File: config.mk
export PLATFORM = sky130hd
export DESIGN_NAME = regfile_mp
export DESIGN_NICKNAME = d
export VERILOG_FILES = /design/src/rtl/regfile_pkg.sv /design/src/rtl/regfile_addr_decoder.sv /design/src/rtl/regfile_mp.sv
export SDC_FILE = /design/constraint.sdc
export NUM_CORES = 1
export LEC_CHECK = 0
export ABC_CLOCK_PERIOD_IN_PS = 5300
export CORE_UTILIZATION = 54
export CTS_CLUSTER_SIZE = 16
export DETAILED_ROUTE_END_ITERATION = 6
export PLACE_DENSITY = 0.86
export SYNTH_ARGS = -nofsm -noshare
export SYNTH_HDL_FRONTEND = slang
export SYNTH_SLANG_ARGS = --single-unit
File: constraint.sdc
create_clock -name CLK -period 5.3 [get_ports CLK]
set_clock_uncertainty 0.1 [all_clocks]
set_input_delay 1.59 -clock CLK [delete_from_list [all_inputs] [get_ports CLK]]
set_output_delay 1.59 -clock CLK [all_outputs]
set_load 0.02 [all_outputs]
File: src/rtl/regfile_pkg.sv
// Shared constants for the FlexiCore multi-port register file.
// FSM state encodings and the index of the externally mapped entry.
package regfile_pkg;

    localparam logic [1:0] RF_IDLE  = 2'd0;
    localparam logic [1:0] RF_CLEAR = 2'd1;

    localparam int RF_EXT_IDX = 1;

endpackage

File: src/rtl/regfile_addr_decoder.sv
// Binary-to-one-hot decoder with an enable.
// When en is low the output is all zeros.
module addr_decoder #(
    parameter int AW = 3
) (
    input  logic                 en,
    input  logic [AW-1:0]        addr,
    output logic [(1<<AW)-1:0]   onehot
);

    always_comb begin
        onehot = '0;
        if (en) begin
            onehot[addr] = 1'b1;
        end
    end

endmodule

File: src/rtl/regfile_mp.sv
// Multi-port register file: 2 read ports, 1 write port, entry 0 exported, entry 1 external.
// Build option: define REGFILE_RDREG_EN for registered (1-cycle, write-first) read ports.
module regfile_mp
    import regfile_pkg::*;
#(
    parameter int WIDTH = 4,
    parameter int DEPTH = 8,
    parameter int AW    = $clog2(DEPTH)
) (
    input  logic             CLK,
    input  logic             RST,
    input  logic             WEN,
    input  logic [AW-1:0]    WADDR,
    input  logic [WIDTH-1:0] WDATA,
    input  logic [AW-1:0]    RADDR_A,
    output logic [WIDTH-1:0] RDATA_A,
    input  logic [AW-1:0]    RADDR_B,
    output logic [WIDTH-1:0] RDATA_B,
    output logic [WIDTH-1:0] RF0DATA,
    input  logic [WIDTH-1:0] RF1DATA,
    input  logic             CLR_REQ,
    output logic             CLR_BUSY,
    output logic [1:0]       DBG_STATE
);

    localparam logic [AW-1:0] EXT_ADDR  = AW'(RF_EXT_IDX);
    localparam logic [AW-1:0] LAST_ADDR = AW'(DEPTH - 1);

    // Entry 1 has no storage, so slot k holds entry k+1 for k>=1.
    logic [WIDTH-1:0] mem [DEPTH-1];

    logic [1:0]       state;
    logic [AW-1:0]    clr_cnt;
    logic             clr_busy;
    logic             clearing;
    logic             wr_fire;
    logic [DEPTH-1:0] wr_oh;
    logic [DEPTH-1:0] clr_oh;
    logic [WIDTH-1:0] rd_a_comb;
    logic [WIDTH-1:0] rd_b_comb;

    function automatic logic [AW-1:0] slot_of(input logic [AW-1:0] idx);
        return (idx == '0) ? '0 : idx - 1'b1;
    endfunction

    assign clearing = (state == RF_CLEAR);
    assign wr_fire  = WEN && !clr_busy && (WADDR != EXT_ADDR);

    addr_decoder #(.AW(AW)) u_wr_dec (
        .en     (wr_fire),
        .addr   (WADDR),
        .onehot (wr_oh)
    );

    addr_decoder #(.AW(AW)) u_clr_dec (
        .en     (clearing),
        .addr   (clr_cnt),
        .onehot (clr_oh)
    );

    always_ff @(posedge CLK or posedge RST) begin
        if (RST) begin
            state    <= RF_IDLE;
            clr_cnt  <= '0;
            clr_busy <= 1'b0;
        end else begin
            case (state)
                RF_IDLE: begin
                    if (CLR_REQ) begin
                        state    <= RF_CLEAR;
                        clr_cnt  <= '0;
                        clr_busy <= 1'b1;
                    end
                end
                RF_CLEAR: begin
                    // Requests arriving here are dropped; the sweep always runs to the end.
                    if (clr_cnt == LAST_ADDR) begin
                        state    <= RF_IDLE;
                        clr_cnt  <= '0;
                        clr_busy <= 1'b0;
                    end else begin
                        clr_cnt <= clr_cnt + 1'b1;
                    end
                end
                default: begin
                    state    <= RF_IDLE;
                    clr_cnt  <= '0;
                    clr_busy <= 1'b0;
                end
            endcase
        end
    end

    always_ff @(posedge CLK or posedge RST) begin
        if (RST) begin
            for (int i = 0; i < DEPTH - 1; i++) begin
                mem[i[AW-1:0]] <= '0;
            end
        end else begin
            for (int i = 0; i < DEPTH; i++) begin
                if (clr_oh[i]) begin
                    if (i != RF_EXT_IDX) begin
                        mem[slot_of(AW'(i))] <= '0;
                    end
                end else if (wr_oh[i]) begin
                    if (i != RF_EXT_IDX) begin
                        mem[slot_of(AW'(i))] <= WDATA;
                    end
                end
            end
        end
    end

    always_comb begin
        rd_a_comb = (RADDR_A == EXT_ADDR) ? RF1DATA : mem[slot_of(RADDR_A)];
        rd_b_comb = (RADDR_B == EXT_ADDR) ? RF1DATA : mem[slot_of(RADDR_B)];
    end

`ifdef REGFILE_RDREG_EN
    logic [WIDTH-1:0] rdata_a_q;
    logic [WIDTH-1:0] rdata_b_q;

    // Write-first: a same-edge write to the addressed entry bypasses storage.
    always_ff @(posedge CLK or posedge RST) begin
        if (RST) begin
            rdata_a_q <= '0;
            rdata_b_q <= '0;
        end else begin
            rdata_a_q <= (wr_fire && (WADDR == RADDR_A)) ? WDATA : rd_a_comb;
            rdata_b_q <= (wr_fire && (WADDR == RADDR_B)) ? WDATA : rd_b_comb;
        end
    end

    assign RDATA_A = rdata_a_q;
    assign RDATA_B = rdata_b_q;
`else
    assign RDATA_A = rd_a_comb;
    assign RDATA_B = rd_b_comb;
`endif

    assign RF0DATA   = mem[0];
    assign CLR_BUSY  = clr_busy;
    assign DBG_STATE = state;

endmodule
==> flow_metrics.tcl, run 1 <==
set metrics [dict create \
    synth_area_um2 2260 \
    tightestPinTransition_ns 1.09 \
    yosysWarningCount 0 \
    drv_cap 0 \
    routed_wl_um 5910 \
    seq_area_um2 801 \
    slowest_stage "mux4_2" \
    fin_util 0.700 \
    synth_area_leader_cell "dfrtp_1" \
    arrival_ns 3.53 \
    ys_ff_latch 32 \
    cts_inserted_buffers 5 \
    fmax_mhz 191 \
    clk_latency_ns 0.28 \
    core_um2 4000 \
    cts.sinks 32 \
    viasPerCell 5.98 \
    finalCriticalPeriod_ns 5.22 \
    synthCells 247 \
    cts_buffer_depth 2 \
    drc 0 \
    pin_count 36 \
    postLayoutCellArea_um2 2800 \
    ir_worst_vdd_mv 0.231 \
    grt_overflow_total 0 \
    hold_buffers 0 \
    dr_total_vias 2057 \
    outcome "finished, final reports clean" \
    cts-root-buf "clkbuf_8" \
    path_clk_slew_ns 0.06 \
    start_kind "input pin" \
    hp-class "reg -> reg" \
    ys.flop_type "dfrtp_1" \
    path_class "in -> out" \
    slew_viol_final 0 \
    fillers 327 \
    place_area_um2 2720 \
    slew_headroom 0.264 \
    hpwl_um 4600 \
    std_cell_rows 23 \
    cts_max_level 2 \
    worst-path-max-fanout 4 \
    path_cells "clkdlybuf4s50_1, buf_4, a21oi_4, mux4_2, nor2b_1, o32a_1, buf_2" \
    preCtsSetupSlack_ns -0.407 \
    io_buffers 34 \
    n_antenna_cell 0 \
    grt_pass1_vias 1961 \
    drtIter0Drc 146 \
    syn_nets 274 \
    avgRoutedWirePerCell_um 17.2 \
    multiInputGateArea_um2 1340 \
    die_h_um 66.7 \
    cts_tree "done" \
    nNetsFinal 321 \
    area_growth_syn_to_layout_pct 24.0 \
    leakage_uw 0.00126 \
    avgSynthCellArea_um2 9.14 \
    dr.pass1.iters 4 \
    worstPathRequired_ns 3.61 \
    ant_nets 0 \
    ys_types 43 \
    finalCritPeriodShare 0.986 \
    async_flop_share 1.00 \
    cpLargestDelayFamily "buffers and inverters" \
    setup_viol 0 \
    dieArea_um2 4440 \
    antenna_found_initial 0 \
    synth_edf_count 0 \
    hold_viol 0 \
    synth_top_area_share 0.355 \
    grt_max_degree 23 \
    synthTopCellsByArea "dfrtp_1 (35%), mux2i_1 (15%), nor2_1 (5.0%)" \
    place.gp.congestion 0.972 \
    grt_usage 0.290 \
    grt_pass1_wl_um 9280 \
    setup_slack_ns 0.0757 \
    p_per_area_nw_per_um2 343 \
    ys_seq_area_frac 0.355 \
    cp_num_buf_inv 3 \
    endpoint_kind "primary output" \
    cpPeakStageDelay_ns 0.51 \
    dieWidth_um 66.7 \
    rsz0062_at_grt "no" \
    drive_gt1_frac 0.173 \
    start_util 0.565 \
]
-- synthesized netlist by cell type (6+ instances only) --
library cell  number
nor2b_1            7
buf_4              7
nand2_1           13
o21ai_0           20
inv_1             11
dfrtp_1           32
ha_1               6
nand3_1           10
a21oi_1           10
nor3_1             6
nor2_1            30
clkbuf_1           6
mux2i_1           34
nand2b_1           6
-- path summary, 6_finish.rpt --
check / startpoint / to / slack (ns) / cells after the start
setup reg to reg: CLR_BUSY / RF0DATA[0] / 3.07 / 4
min in group asynchronous: RST / clr_cnt[1] / 1.48 / 2
hold reg to reg: mem[7] / mem[7] / 0.45 / 2
setup / recovery: RADDR_A[2] / RDATA_A[2] / 0.08 / 7
hold / removal: mem[7] / mem[7] / 0.45 / 2
max in group asynchronous: RST / mem[11] / 2.99 / 3
-- cell families after synthesis --
group,after synthesis,share of synthesized area
AO/OA/AOI/OAI,47,0.131
adder cells (fa/ha/maj),6,0.0332
buffers and inverters,27,0.0609
flip-flops,32,0.355
multiplexers,41,0.206
other,1,0.00166
AND/OR/NAND/NOR,93,0.213
-- routing by layer --
metal,routed length [um],GRT usage,up-vias,part of all wire
li1,-,-,973,-
met1,2500,0.362,959,0.42
met2,2860,0.489,106,0.48
met3,357,0.0479,19,0.060
met4,198,0.128,0,0.033
met5,0,0,-,0
-- timing repair --
item                       4_1_cts  5_1_grt
pin swaps                        0        4
gates resized for setup         25       15
setup buffers                    0        1
setup endpoints to repair        8        7
-- cell type report --
class / instances / area share
Clock inverter: 1 / 0.00179
Multi-Input combinational cell: 188 / 0.479
Inverter: 11 / 0.0147
Clock buffer: 6 / 0.0259
Sequential cell: 32 / 0.286
Tap cell: 50 / 0.0223
Timing Repair Buffer: 56 / 0.171
-- worst min-delay path, delay by kind of cell, from the launching register on --
family | cells | cell delay, ns
AO/OA/AOI/OAI | 1 | 0.07
flip-flops | 1 | 0.37
AND/OR/NAND/NOR | 1 | 0.07
-- state kept, by name (all words and copies together), names as in the netlist --
signal    flops
RF0DATA       4
clr_cnt       3
mem          24
CLR_BUSY      1
-- cells in the final DEF (no fill, tap or decap), types with 2 or more instances in the layout --
cell / Yosys / layout
a21oi_1: 10 / 10
clkbuf_8: 0 / 5
dlygate4sd2_1: 0 / 4
dlymetal6s2s_1: 0 / 2
nand2_1: 13 / 13
ha_1: 6 / 5
mux4_2: 4 / 4
clkdlybuf4s50_1: 0 / 21
nand3_1: 10 / 10
buf_4: 7 / 23
o21ai_1: 0 / 4
nor2b_1: 7 / 7
or2_4: 0 / 2
buf_2: 2 / 2
nor4_1: 2 / 2
nand3b_1: 2 / 2
nor2_1: 30 / 29
inv_1: 11 / 10
nor3b_1: 4 / 4
clkbuf_2: 0 / 3
a22o_1: 3 / 3
o21ai_0: 20 / 16
nor3_1: 6 / 6
o32a_1: 2 / 2
dfrtp_1: 32 / 32
a31oi_1: 4 / 4
o211ai_1: 2 / 2
mux2_2: 3 / 3
nand2b_1: 6 / 6
mux2i_1: 34 / 34
-- where the power goes --
part / internal, uW / switching [uW] / total, uW
Clock: 89.0 / 81.4 / 170
Combinational: 177 / 193 / 370
Sequential: 317 / 102 / 419
-- metrics by stage --
step / total power (uW) / setup TNS [ns] / instances / hold WS, ns
floorplan: 645 / 0 / 247 / 0.384
global placement: 776 / -2.56 / 336 / 0.419
detailed placement: 791 / -2.78 / 336 / 0.429
CTS: 958 / 0 / 343 / 0.442
global route: 1030 / 0 / 344 / 0.478
finish: 959 / 0 / 344 / 0.446
Power figures use the tool's default switching activity.
==> run 2: changes to the inputs <==
CELL_PAD_IN_SITES_DETAIL_PLACEMENT = 2   (was default)
CELL_PAD_IN_SITES_GLOBAL_PLACEMENT = 2   (was default)
CORE_UTILIZATION = 33   (was 54)
==> run 2 against run 1 <==
Flip-flop and latch count did not move. Final area is 2.2% higher. Sequential share of layout area decreased by 0.61 points. Core utilization down 26 points. Critical endpoint is now RDATA_B[2]. Largest cell class unchanged.
==> flow_metrics.tcl, run 2 (synthesis gave the netlist of run 1 again) <==
set metrics [dict create \
    outcome "finished, final reports clean" \
    regMostFlops "mem" \
    routed_wl_um 7680 \
    avgRoutedWirePerCell_um 20.5 \
    pwr-share-comb 0.391 \
    area_growth_syn_to_layout_pct 26.7 \
    hold_viol 0 \
    cts_buffer_depth 2 \
    cts_tree "done" \
    io_buffers 34 \
    std_cell_rows 29 \
    grtUsageMet1 0.278 \
    dr_total_vias 2085 \
    place_area_um2 2770 \
    setup_slack_ns 0.0479 \
    postLayoutCellArea_um2 2860 \
    worst-path-max-fanout 2 \
    drv_cap 0 \
    reg2reg_from "CLR_BUSY" \
    clk_latency_ns 0.29 \
    cts.sinks 32 \
    grtUsageMet2 0.426 \
    slew_headroom 0.419 \
    setup_viol 0 \
    fmax_mhz 190 \
    final_common_cell "mux2i_1" \
    pin_count 36 \
    slew_viol_final 0 \
    met3_usage 0.0344 \
    dieArea_um2 7180 \
    r2r-end "mem[16]" \
    dieWidth_um 84.7 \
    leakage_uw 0.00127 \
    largest_reg_flops 24 \
    hpwl_um 6150 \
    p_per_area_nw_per_um2 350 \
    worstPathRequired_ns 3.61 \
    rr_worst_depth 4 \
    path_clk_slew_ns 0.06 \
    p_clk_frac 0.188 \
    drtIter0Drc 71 \
    pwr-share-seq 0.421 \
    p_sw_frac 0.413 \
    critPathLaunch "RADDR_B[0]" \
    grt_overflow_total 0 \
    grt_usage 0.233 \
    grt_pass1_vias 2381 \
    ant_nets 0 \
    antenna_found_initial 0 \
    n_antenna_cell 0 \
    switchingPower_uw 413 \
    whs_endpoint "mem[5]" \
    start_kind "input pin" \
    hp-class "reg -> reg" \
    dr.pass1.iters 6 \
    final_cell_mix "mux2i_1 (34), dfrtp_1 (32), nor2_1 (29), buf_4 (26), clkdlybuf4s50_1 (21)" \
    finalCritPeriodShare 0.991 \
    drc 0 \
    drive_gt1_frac 0.195 \
    cts_max_level 2 \
    place.gp.congestion 0.825 \
    viasPerCell 5.57 \
    hold-path-cell-count 2 \
    p_int_uw 588 \
    ir_worst_vdd_mv 0.193 \
    cts-root-buf "clkbuf_8" \
    grt_pass1_wl_um 12700 \
    endpoint_kind "primary output" \
    top_usage_layer "met2" \
    die_h_um 84.7 \
    finalCriticalPeriod_ns 5.25 \
    min-delay-start "mem[5]" \
    preCtsSetupSlack_ns -0.497 \
    path_class "in -> out" \
    grt_max_degree 20 \
    rsz0062_at_grt "yes" \
    start_util 0.348 \
    finalPower_uw 1000 \
    cts_inserted_buffers 5 \
    nNetsFinal 323 \
    arrival_ns 3.56 \
    core_um2 6490 \
    r2r_setup_slack_ns 3.15 \
    tightestPinTransition_ns 0.864 \
]
==> run 2: worst max-delay path, stage by stage <==
cell and delay [ns]:
clkdlybuf4s50_1 0.42, or2_4 0.24, inv_1 0.06, ha_1 0.15, or2_1 0.15, mux4_2 0.52, mux2i_1 0.16, o211ai_1 0.10
buf_4 0.17
==> run 2: cell type report <==
| class | instances | area [um2] |
|---|---|---|
| flip-flops and latches | 32 | 801 |
| well taps | 77 | 96.3 |
| inverters | 11 | 41.3 |
| clock inverters | 3 | 18.8 |
| multi-input cells | 188 | 1350 |
| clock buffers | 5 | 68.8 |
| repair buffers | 58 | 490 |
| fillers | 754 | 3630 |
==> run 2: stage by stage <==
stage	setup TNS [ns]	util	instances	hold slack [ns]
2_1_floorplan	0	-	247	0.384
3_3_place_gp	-2.94	0.427	365	0.421
3_5_place_dp	-3.40	0.427	365	0.447
4_1_cts	-0.0305	0.442	374	0.462
5_1_grt	-0.0466	0.441	374	0.494
6_report	0	0.441	374	0.459
==> run 2: worst max path at each step <==
stage                 end  slack (ns)  depth (start not counted)
3_5_place_dp   RDATA_B[0]       -0.50                          8
4_1_cts        RDATA_B[3]       -0.03                          8
3_3_place_gp   RDATA_A[0]       -0.45                          7
6_report       RDATA_B[2]        0.05                          9
2_1_floorplan  RDATA_B[2]        0.29                          8
5_1_grt        RDATA_B[2]       -0.05                          9
==> run 2: per-layer routing <==
| layer | vias up | wire length (um) | share of wire |
|---|---|---|---|
| met5 | - | 0 | 0 |
| met4 | 0 | 163 | 0.021 |
| met3 | 15 | 221 | 0.029 |
| met2 | 47 | 3990 | 0.52 |
| met1 | 1052 | 3310 | 0.43 |
| li1 | 971 | - | - |
==> run 2: timing repair <==
action / in CTS / in global routing
gates resized for setup: 39 / 6
hold buffers: 0 / 0
buffers inserted: 1 / 0
pin swaps: 3 / 2
setup endpoints to repair: 8 / 4
hold endpoints to repair: 0 / 0
==> run 2: power groups by stage <==
stage | clock network (uW) | logic, uW | registers [uW]
finish | 188 | 391 | 421
global placement | 0 | 370 | 417
floorplan | 0 | 268 | 377
CTS | 192 | 398 | 422
detailed placement | 0 | 397 | 425
global route | 202 | 436 | 432
